### src/rtl/syscall_console_if.sv
// -----------------------------------------------------------------------------
// syscall_console_if
//
// Groups the CPU-side syscall handshake of syscall_console:
//   syscall  CPU -> console  high for the whole syscall instruction cycle
//   v0       CPU -> console  32-bit syscall code
//   a0       CPU -> console  32-bit syscall argument
//   go       console -> CPU  one-cycle resume pulse (registered by the console)
//
// Modports:
//   master   the CPU side (drives syscall/v0/a0, receives go)
//   slave    the console side (receives syscall/v0/a0, drives go)
// -----------------------------------------------------------------------------
interface syscall_console_if;
    logic        syscall;
    logic [31:0] v0;
    logic [31:0] a0;
    logic        go;

    modport master (output syscall, output v0, output a0, input go);
    modport slave  (input syscall, input v0, input a0, output go);
endinterface

### src/rtl/syscall_console.sv
// -----------------------------------------------------------------------------
// syscall_console
//
// Board-side responder for the single-cycle CPU's syscall stall/resume
// handshake. Decodes the syscall code/argument presented during a syscall
// cycle, latches print values onto an 8-digit multiplexed seven-segment
// display, and releases a stalled CPU with a one-cycle go pulse generated
// from a synchronized, debounced pushbutton.
//
// Syscall codes:
//   34      print: latch a0 into disp_val, no stall
//   10      exit: enter HALT, halted stays high until reset
//   other   stall: wait for a button press, then pulse go
//
// Ports:
//   clk       system clock, all state on the rising edge
//   clr       asynchronous active-low reset
//   cpu       syscall_console_if.slave (syscall, v0, a0 in; go out)
//   btn_go    raw asynchronous pushbutton, active-high
//   halted    program exited, sticky until reset
//   disp_val  value currently shown on the display
//   an        digit enables, active-low, one digit at a time
//   seg       segments, active-low, seg[7] = dp (always off), seg[6:0] = g..a
//
// Parameters:
//   DEBOUNCE_CYCLES  stable synchronized samples needed to accept a new level
//   SCAN_DIV         clock cycles each digit is held
//   AUTO_CYCLES      WAIT timeout, used only with SYSCALL_AUTO_GO_EN
//
// Build option:
//   SYSCALL_AUTO_GO_EN  when defined, WAIT also exits to GO after AUTO_CYCLES
//                       cycles without a press. Undefined: only a press
//                       leaves WAIT.
// -----------------------------------------------------------------------------
module syscall_console #(
    parameter int DEBOUNCE_CYCLES = 500000,
    parameter int SCAN_DIV        = 100000,
    parameter int AUTO_CYCLES     = 50000000
) (
    input  logic                clk,
    input  logic                clr,
    syscall_console_if.slave    cpu,
    input  logic                btn_go,
    output logic                halted,
    output logic [31:0]         disp_val,
    output logic [7:0]          an,
    output logic [7:0]          seg
);

    localparam logic [31:0] CODE_EXIT  = 32'd10;
    localparam logic [31:0] CODE_PRINT = 32'd34;
    localparam int          DB_W       = $clog2(DEBOUNCE_CYCLES + 1);
    localparam int          SCAN_W     = $clog2(SCAN_DIV + 1);

    // Reject parameter values that would make the counters meaningless.
    if (DEBOUNCE_CYCLES < 1) begin : g_bad_debounce
        $error("syscall_console: DEBOUNCE_CYCLES must be at least 1");
    end
    if (SCAN_DIV < 1) begin : g_bad_scan
        $error("syscall_console: SCAN_DIV must be at least 1");
    end
    if (AUTO_CYCLES < 1) begin : g_bad_auto
        $error("syscall_console: AUTO_CYCLES must be at least 1");
    end

    typedef enum logic [1:0] {
        S_IDLE,
        S_WAIT,
        S_GO,
        S_HALT
    } state_t;

    // -------------------------------------------------------------------------
    // Button path: 2-FF synchronizer, debouncer, rising-edge detect
    // -------------------------------------------------------------------------
    logic            sync_meta;
    logic            sync_out;
    logic            btn_db;
    logic            btn_db_d;
    logic [DB_W-1:0] db_cnt;
    logic            press;

    // NOTE: clocked state uses non-blocking (<=) so every flop samples the
    // pre-edge values of the others; blocking here would chain the two
    // synchronizer stages into one.
    always_ff @(posedge clk or negedge clr) begin
        if (!clr) begin
            sync_meta <= 1'b0;
            sync_out  <= 1'b0;
        end else begin
            sync_meta <= btn_go;
            sync_out  <= sync_meta;
        end
    end

    // The counter tracks consecutive samples that disagree with btn_db; the
    // level flips on the DEBOUNCE_CYCLES-th such sample.
    always_ff @(posedge clk or negedge clr) begin
        if (!clr) begin
            db_cnt   <= '0;
            btn_db   <= 1'b0;
            btn_db_d <= 1'b0;
        end else begin
            btn_db_d <= btn_db;
            if (sync_out == btn_db) begin
                db_cnt <= '0;
            end else if (db_cnt == DB_W'(DEBOUNCE_CYCLES - 1)) begin
                btn_db <= sync_out;
                db_cnt <= '0;
            end else begin
                db_cnt <= db_cnt + 1'b1;
            end
        end
    end

    assign press = btn_db & ~btn_db_d;

    // -------------------------------------------------------------------------
    // Syscall FSM
    // -------------------------------------------------------------------------
    state_t state;
    state_t state_next;
    logic   load_disp;
    logic   auto_fire;

    // NOTE: every output of this block is given a default before the case so
    // no path leaves a value unassigned, which would infer a latch.
    always_comb begin
        state_next = state;
        load_disp  = 1'b0;
        unique case (state)
            S_IDLE: begin
                if (cpu.syscall) begin
                    if (cpu.v0 == CODE_PRINT) begin
                        load_disp = 1'b1;
                    end else if (cpu.v0 == CODE_EXIT) begin
                        state_next = S_HALT;
                    end else begin
                        state_next = S_WAIT;
                    end
                end
            end
            S_WAIT: begin
                if (press || auto_fire) begin
                    state_next = S_GO;
                end
            end
            S_GO:    state_next = S_IDLE;
            S_HALT:  state_next = S_HALT;
            default: state_next = S_IDLE;
        endcase
    end

`ifdef SYSCALL_AUTO_GO_EN
    localparam int AUTO_W = $clog2(AUTO_CYCLES + 1);

    logic [AUTO_W-1:0] auto_cnt;

    // Counts cycles spent in WAIT; zero on the first WAIT cycle, cleared as
    // soon as WAIT is left (by press or by timeout).
    always_ff @(posedge clk or negedge clr) begin
        if (!clr) begin
            auto_cnt <= '0;
        end else if (state == S_WAIT && state_next == S_WAIT) begin
            auto_cnt <= auto_cnt + 1'b1;
        end else begin
            auto_cnt <= '0;
        end
    end

    assign auto_fire = (state == S_WAIT) && (auto_cnt == AUTO_W'(AUTO_CYCLES - 1));
`else
    assign auto_fire = 1'b0;
`endif

    // go and halted are decoded from the next state so they are true flops
    // that are high exactly while the FSM sits in GO / HALT.
    always_ff @(posedge clk or negedge clr) begin
        if (!clr) begin
            state    <= S_IDLE;
            cpu.go   <= 1'b0;
            halted   <= 1'b0;
            disp_val <= '0;
        end else begin
            state  <= state_next;
            cpu.go <= (state_next == S_GO);
            halted <= (state_next == S_HALT);
            if (load_disp) begin
                disp_val <= cpu.a0;
            end
        end
    end

    // -------------------------------------------------------------------------
    // Display scan
    // -------------------------------------------------------------------------
    logic [SCAN_W-1:0] scan_cnt;
    logic [2:0]        digit_idx;
    logic              scan_wrap;
    logic [2:0]        digit_next;
    logic [31:0]       disp_next;
    logic [3:0]        nibble;

    function automatic logic [6:0] hex_glyph(input logic [3:0] nib);
        logic [6:0] g;
        g = 7'h7F;
        case (nib)
            4'h0: g = 7'b1000000;
            4'h1: g = 7'b1111001;
            4'h2: g = 7'b0100100;
            4'h3: g = 7'b0110000;
            4'h4: g = 7'b0011001;
            4'h5: g = 7'b0010010;
            4'h6: g = 7'b0000010;
            4'h7: g = 7'b1111000;
            4'h8: g = 7'b0000000;
            4'h9: g = 7'b0010000;
            4'hA: g = 7'b0001000;
            4'hB: g = 7'b0000011;
            4'hC: g = 7'b1000110;
            4'hD: g = 7'b0100001;
            4'hE: g = 7'b0000110;
            4'hF: g = 7'b0001110;
            default: g = 7'h7F;
        endcase
        return g;
    endfunction

    assign scan_wrap  = (scan_cnt == SCAN_W'(SCAN_DIV - 1));
    assign digit_next = scan_wrap ? digit_idx + 3'd1 : digit_idx;
    // an/seg are built from the post-edge digit and value, so a wrap that
    // coincides with a print shows the new value on the new digit at once.
    assign disp_next  = load_disp ? cpu.a0 : disp_val;
    assign nibble     = disp_next[{digit_next, 2'b00} +: 4];

    always_ff @(posedge clk or negedge clr) begin
        if (!clr) begin
            scan_cnt  <= '0;
            digit_idx <= 3'd0;
            an        <= 8'hFE;
            seg       <= 8'hC0;
        end else begin
            scan_cnt  <= scan_wrap ? '0 : scan_cnt + 1'b1;
            digit_idx <= digit_next;
            an        <= ~(8'b1 << digit_next);
            seg       <= {1'b1, hex_glyph(nibble)};
        end
    end

endmodule

### src/flat_wrapper.sv
// flat-port wrapper written by rule: the top's interface ports become plain ports
module syscall_console_flat 
#(
    parameter int DEBOUNCE_CYCLES = 500000,
    parameter int SCAN_DIV        = 100000,
    parameter int AUTO_CYCLES     = 50000000
)
  (clk, clr, btn_go, halted, disp_val, an, seg, cpu_syscall, cpu_v0, cpu_a0, cpu_go);
  syscall_console_if cpu_i ();
  input  logic clk;
  input  logic clr;
  input  logic btn_go;
  output logic halted;
  output logic [31:0] disp_val;
  output logic [7:0] an;
  output logic [7:0] seg;
  input wire logic [$bits(cpu_i.syscall)-1:0] cpu_syscall;
  input wire logic [$bits(cpu_i.v0)-1:0] cpu_v0;
  input wire logic [$bits(cpu_i.a0)-1:0] cpu_a0;
  output wire logic [$bits(cpu_i.go)-1:0] cpu_go;
  assign cpu_i.syscall = cpu_syscall;
  assign cpu_i.v0 = cpu_v0;
  assign cpu_i.a0 = cpu_a0;
  assign cpu_go = cpu_i.go;
  syscall_console #(.DEBOUNCE_CYCLES(DEBOUNCE_CYCLES), .SCAN_DIV(SCAN_DIV), .AUTO_CYCLES(AUTO_CYCLES)) u_core (.clk(clk), .clr(clr), .cpu(cpu_i), .btn_go(btn_go), .halted(halted), .disp_val(disp_val), .an(an), .seg(seg));
endmodule
### config.mk
export PLATFORM = sky130hd
export DESIGN_NAME = syscall_console_flat
export DESIGN_NICKNAME = d
export VERILOG_FILES = /design/src/rtl/syscall_console_if.sv /design/src/rtl/syscall_console.sv /design/src/flat_wrapper.sv
export SDC_FILE = /design/constraint.sdc
export NUM_CORES = 1
export LEC_CHECK = 0
export CAP_MARGIN = 40
export CORE_ASPECT_RATIO = 1.75
export CORE_MARGIN = 10
export CORE_UTILIZATION = 49
export CTS_BUF_LIST = sky130_fd_sc_hd__clkbuf_8 sky130_fd_sc_hd__clkbuf_16
export DETAILED_ROUTE_END_ITERATION = 10
export PLACE_DENSITY = 0.8
export REMOVE_ABC_BUFFERS = 1
export SKIP_LAST_GASP = 1
export SYNTH_ARGS = -nofsm -noshare
export SYNTH_HDL_FRONTEND = slang
export SYNTH_SLANG_ARGS = --single-unit
### constraint.sdc
create_clock -name clk -period 4.9 [get_ports clk]
set_input_delay 0.98 -clock clk [delete_from_list [all_inputs] [get_ports clk]]
set_output_delay 0.98 -clock clk [all_outputs]
set_load 0.02 [all_outputs]
==> out/metrics.yaml, run 1 <==
dr.first_iter.drc_count: 165
drv_cap: 0
p_sw_mw: 0.3348
finalSetupViolations: 0
yosysMostFrequentCell: "dfrtp_1"
pwr-share-seq_pct: 44.1
cts_max_level: 3
skew_ns: 0.006934
synth.top_cell.area_share_pct: 46.04
worstHoldStart: "u_core.sync_meta"
endpoint_kind: "register"
cts_resized: 0
dieArea_um2: 14000
grt_use_total_pct: 17.66
gp_congestion: 0.9762
initial_core_util_pct: 49.68
insertion_delay_ns: 0.35
instances_no_fill: 664
synth_ff_type: "dfrtp_1"
min_path_type: "reg2reg"
wirelength_um: 11990
area_growth_pct: 35.76
finalHoldViolations: 0
cp_data_arrival_time_ns: 4.58
core_um2: 9409
cp-startpoint: "cpu_v0[0]"
wl_per_cell_um: 18.06
leakage_nw: 2.711
num_io_pins: 118
syn_inst: 416
reg2reg_from: "u_core.scan_cnt[0]"
rsz0062_at_grt: "no"
dpl.hpwl_um: 9067
grt_pass1_vias: 3966
p_comb_share_pct: 4.9
post_cts_buffers: 0
avgSynthCellArea_um2: 11.24
grt_overflow: 0
cp.required_ns: 5.13
netlist_top_cells_area: "dfrtp_1 (46%), mux2_2 (7.7%), mux2i_1 (6.6%)"
netlist_top_cells_count: "dfrtp_1 (86), nor2_1 (44), mux2_2 (32), mux2i_1 (31), nand2_1 (26)"
fill_cells: 715
synth_edf_count: 0
cts_buffers: 9
ys_seq_area_share_pct: 50.54
path_class: "in2reg"
fp.dieH_um: 149.2
vias: 3626
cts_max_path_buffers: 2
cp_max_fo: 16
yosys.area.top_type: "dfrtp_1"
viasPerCell: 5.461
fmax_mhz: 229.7
nets: 614
synth-async-reset-ratio_pct: 100.0
power.density_nw_per_um2: 279.2
switching_share_pct: 18.89
clkSinkCount: 94
min_period_ns: 4.353
drv_slew: 0
ys_ff_latch: 94
io_buffers: 116
internal_power_mw: 1.437
drive_gt1_share_pct: 14.76
antenna_found_initial: 0
num_rows: 47
antenna_cells: 0
dp.cells: 648
fin_setup_tns_ns: 0
worst_pin_slew_ns: 0.7462
synth_cell_types: 53
grt_pass1_wl_um: 19600
startpoint_type: "input port"
drt_first_pass_iters: 4
grt_max_degree: 61
clockRootBuffer: "clkbuf_16"
syn_area_um2: 4674
die_x_um: 93.83
fin_crit_sh_pct: 88.84
path_clk_slew_ns: 0.07
tritoncts: "built"
p_clk_share_pct: 51.0
outcome: "complete, no violations"
vdd.ir_drop.worst_mv: 0.1943
timing.slew.headroom_pct: 50.25
ctsHoldBuffers: 0
final_antenna_net_count: 0
ys_warn_count: 0
drc: 0
## worst max-delay path, stage by stage
cell	delay [ns]
clkdlybuf4s50_1	0.40
or4_4	0.53
nor2_2	0.15
and4_2	0.56
mux2_2	0.26
nor2_1	0.04
or3_1	0.38
a31oi_1	0.47
inv_1	0.20
ha_1	0.26
a221o_1	0.33
## routing by layer
metal  GRT usage [%]  part of all wire (%)  vias to the layer above
li1                -                     -                     1705
met1           17.15                    35                     1799
met2           33.09                    56                       94
met3           4.133                   5.2                       28
met4           9.084                   3.3                        0
met5               0                     0                        -
## kinds of logic after synthesis
| kind of cell | after synthesis | share of synthesized area [%] |
|---|---|---|
| mux | 68 | 15.77 |
| buf+inv | 27 | 3.185 |
| flops | 94 | 50.54 |
| compound gates | 24 | 3.667 |
| xor+xnor | 36 | 6.906 |
| other cells | 1 | 0.08022 |
| fa+ha+maj | 9 | 2.409 |
| simple gates | 157 | 17.45 |
## per-stage QoR
step	util (%)	area, um2	worst slack [ns]	power, mW	hold WS [ns]
2_1_floorplan	-	4573	0.3302	0.8069	0.3312
3_3_place_gp	63.27	5953	0.3051	0.8804	0.3384
3_5_place_dp	63.27	5953	0.2118	0.8823	0.3517
4_1_cts	67.45	6346	0.5677	1.785	0.3708
5_1_grt	67.45	6346	0.3199	1.827	0.3899
6_report	67.45	6346	0.5469	1.772	0.3680
## state kept, by name, summed over array words and instances (netlist names)
signal	count
u_core.btn_db_d	1
u_core.btn_db	1
u_core.disp_val	32
u_core.an	8
u_core.digit_idx	3
u_core.seg	7
u_core.state	2
u_core.db_cnt	19
u_core.cpu.go	1
u_core.sync_out	1
u_core.scan_cnt	17
u_core.sync_meta	1
u_core.halted	1
## final timing paths
kind,endpoint,slack [ns],depth (start not counted)
worst max-delay path,u_core.seg[0],0.55,11
worst min-delay path,u_core.sync_out,0.37,0
worst max register to register,u_core.seg[0],0.69,14
worst min register to register,u_core.sync_out,0.37,0
max in group asynchronous,u_core.seg[6],3.22,2
min in group asynchronous,u_core.db_cnt[17],0.68,1
## cells in the final DEF, fill, tap and decap left out, drive strengths merged, types with 4 or more instances in the layout
| master | synthesis | layout |
|---|---|---|
| clkdlybuf4s50 | 0 | 115 |
| nor3 | 6 | 6 |
| and3 | 6 | 6 |
| nand2 | 26 | 26 |
| mux2i | 32 | 32 |
| nor4 | 6 | 6 |
| xnor2 | 19 | 19 |
| and4 | 7 | 7 |
| o22ai | 7 | 7 |
| mux2 | 36 | 36 |
| nor2 | 46 | 46 |
| nor2b | 4 | 4 |
| inv | 12 | 14 |
| dfrtp | 86 | 86 |
| nand3 | 25 | 25 |
| ha | 9 | 9 |
| and2 | 5 | 5 |
| xor2 | 17 | 17 |
| nand2b | 4 | 4 |
| clkbuf | 5 | 9 |
| nand4 | 6 | 6 |
| o21ai | 5 | 5 |
| dfstp | 8 | 8 |
| bufinv | 0 | 5 |
| or4 | 4 | 4 |
| buf | 10 | 10 |
## layout make-up
| type | instances | area (um2) | area share [%] |
|---|---|---|---|
| flip-flops and latches | 94 | 2362 | 37.22 |
| well taps | 122 | 152.6 | 2.405 |
| multi-input cells | 295 | 2165 | 34.11 |
| clock buffers | 9 | 225.2 | 3.549 |
| inverters | 12 | 47.55 | 0.7492 |
| clock inverters | 7 | 167.7 | 2.642 |
| repair buffers | 125 | 1226 | 19.32 |
## power groups by stage
stage / Clock (mW) / Sequential, mW / Combinational (mW)
6_report: 0.904 / 0.781 / 0.0861
5_1_grt: 0.951 / 0.781 / 0.0942
4_1_cts: 0.916 / 0.781 / 0.0874
3_5_place_dp: 0 / 0.796 / 0.0867
3_3_place_gp: 0 / 0.795 / 0.0850
2_1_floorplan: 0 / 0.795 / 0.0116
(Power assumes the default switching activity.)
==> run 2, diff against run 1 <==
--- a/config.mk
+++ b/config.mk
@@ -11,9 +11,11 @@
 export CORE_UTILIZATION = 49
 export CTS_BUF_LIST = sky130_fd_sc_hd__clkbuf_8 sky130_fd_sc_hd__clkbuf_16
 export DETAILED_ROUTE_END_ITERATION = 10
+export GPL_TIMING_DRIVEN = 0
 export PLACE_DENSITY = 0.8
 export REMOVE_ABC_BUFFERS = 1
 export SKIP_LAST_GASP = 1
+export SLEW_MARGIN = 20
 export SYNTH_ARGS = -nofsm -noshare
 export SYNTH_HDL_FRONTEND = slang
 export SYNTH_SLANG_ARGS = --single-unit
==> out/metrics.yaml, run 2 (synthesis results as in run 1) <==
rsz0062_at_grt: "no"
fin_crit_sh_pct: 92.38  # +3.5 points
post_cts_buffers: 0  # unchanged
path_class: "in2reg"
drc: 0  # unchanged
wl_per_cell_um: 17.50  # -3.1%
final_util_pct: 66.69  # -0.76 points
dr.first_iter.drc_count: 141  # -15%
path_clk_slew_ns: 0.07  # about the same
mostFrequentLayoutCell: "clkdlybuf4s50_1"
clkSinkCount: 94  # unchanged
final_antenna_net_count: 0  # unchanged
worst_slack_ns: 0.3735  # -0.1734 ns
finalHoldViolations: 0  # unchanged
final_area_um2: 6275  # -1.1%
finalSetupViolations: 0  # unchanged
cts_resized: 0  # unchanged
grt_use_total_pct: 16.72  # -0.94 points
timing.slew.headroom_pct: 51.20  # +0.95 points
cts_max_path_buffers: 2  # unchanged
tritoncts: "built"
ctsHoldBuffers: 0  # unchanged
core_um2: 9409  # unchanged
antenna_cells: 0  # unchanged
cp_max_fo: 27  # +11
top_register: "u_core.disp_val"
reg2reg_from: "u_core.scan_cnt[0]"
gp_congestion: 0.8500  # -13%
grt_max_degree: 51  # -16%
clockRootBuffer: "clkbuf_16"
dpl_cell_area_um2: 5948  # about the same
reg_top3: "u_core.disp_val x32, u_core.db_cnt x19, u_core.scan_cnt x17"
grt_pass1_wl_um: 18610  # -5.0%
cp_data_arrival_time_ns: 4.74  # +0.16 ns
skew_ns: 0.006989  # +0.00005537 ns
cp-startpoint: "cpu_v0[0]"
slowest_stage: "or4_4"
grt_pass1_vias: 3916  # -1.3%
largest_register_ffs: 32  # unchanged
leakage_nw: 2.667  # -1.6%
endpoint_kind: "register"
power.density_nw_per_um2: 257.5  # -7.8%
fin_setup_tns_ns: 0  # unchanged
cp_cell_sequence: "clkdlybuf4s50_1, or4_4, nor2_2, and4_2, buf_12, mux2_2, nor2_1, or3_1, a31oi_1, inv_1, ha_1, a221o_1"
viasPerCell: 5.419  # -0.77%
worst_pin_slew_ns: 0.7313  # -0.01488 ns
outcome: "complete, no violations"
final_cell_mix: "clkdlybuf4s50_1 (115), dfrtp_1 (86), nor2_1 (44)"
initial_core_util_pct: 49.68  # unchanged
io_buffers: 116  # unchanged
fmax_mhz: 220.9  # -3.8%
nets: 609  # -0.81%
drt_first_pass_iters: 7  # +3
insertion_delay_ns: 0.35  # about the same
grt_overflow: 0  # unchanged
drive_gt1_share_pct: 13.78  # -0.98 points
drv_slew: 0  # unchanged
total_power_mw: 1.616  # -8.8%
path_buf_inv: 3  # +1
worstHoldStart: "u_core.sync_meta"
slowest_delay_ns: 0.54  # -0.02 ns
cts_buffers: 9  # unchanged
dpl.hpwl_um: 8840  # -2.5%
die_x_um: 93.83  # unchanged
min_period_ns: 4.526  # +0.1734 ns
min_path_type: "reg2reg"
fp.dieH_um: 149.2  # unchanged
vdd.ir_drop.worst_mv: 0.1797  # -7.5%
cp.required_ns: 5.12  # about the same
antenna_found_initial: 0  # unchanged
wirelength_um: 11530  # -3.8%
num_rows: 47  # unchanged
num_io_pins: 118  # unchanged
critPathTopFamily: "simple AND/OR/NAND/NOR gates"
startpoint_type: "input port"
cts_max_level: 3  # unchanged
area_growth_pct: 34.23
dieArea_um2: 14000  # unchanged
vias: 3571  # -1.5%
place_ws_ns: -0.02046  # -0.2322 ns
drv_cap: 0  # unchanged
run 2: changes by cell type in the layout (fill, tap and decap cells not counted):
cell,previous run,this run
inv_1,9,11
buf_16,0,1
clkinvlp_4,0,1
buf_4,10,2
clkinv_2,0,1
xor2_1,17,16
clkbuf_4,0,1
buf_12,0,1
inv_6,2,0
xor2_2,0,1
bufinv_16,5,2
clkbuf_8,0,1
run 2: per-stage QoR:
step / std cells / hold WS [ns]
floorplan: 401 / 0.3312
global placement: 639 / 0.3437
detailed placement: 642 / 0.3386
CTS: 658 / 0.3519
global route: 659 / 0.3678
finish: 659 / 0.3446
run 2: routing by layer:
layer	routed length [um]	track usage, %	part of all wire, %
met1	4050	15.65	35
met2	6545	31.87	57
met3	657	4.839	5.7
met4	279	7.405	2.4
met5	0	0	0
run 2: worst paths after layout:
path                            cells after the start  slack (ns)                  end
worst max-delay path                               12        0.37        u_core.seg[0]
worst min-delay path                                0        0.34      u_core.sync_out
worst max register to register                     14        0.43        u_core.seg[0]
worst min register to register                      0        0.34      u_core.sync_out
max in group asynchronous                           2        3.53        u_core.seg[6]
min in group asynchronous                           1        0.66  u_core.disp_val[13]
run 2: layout make-up:
| cell class | count | area, um2 |
|---|---|---|
| inverters | 12 | 47.55 |
| clock buffers | 10 | 239.0 |
| well taps | 122 | 152.6 |
| clock inverters | 6 | 80.08 |
| multi-input cells | 295 | 2172 |
| repair buffers | 120 | 1221 |
| fillers | 734 | 3134 |
| flip-flops and latches | 94 | 2362 |
run 2: where the power goes:
| group | total (mW) | internal (mW) | switching (mW) |
|---|---|---|---|
| clock | 0.748 | 0.456 | 0.291 |
| sequential | 0.781 | 0.779 | 0.00236 |
| combinational | 0.0869 | 0.0547 | 0.0322 |
==> run 3, diff against run 2 <==
--- a/config.mk
+++ b/config.mk
@@ -14,6 +14,7 @@
 export GPL_TIMING_DRIVEN = 0
 export PLACE_DENSITY = 0.8
 export REMOVE_ABC_BUFFERS = 1
+export SKIP_CTS_REPAIR_TIMING = 1
 export SKIP_LAST_GASP = 1
 export SLEW_MARGIN = 20
 export SYNTH_ARGS = -nofsm -noshare
==> results of run 3 <==
No change in the layout: final DEF, timing and power equal those of run 2.
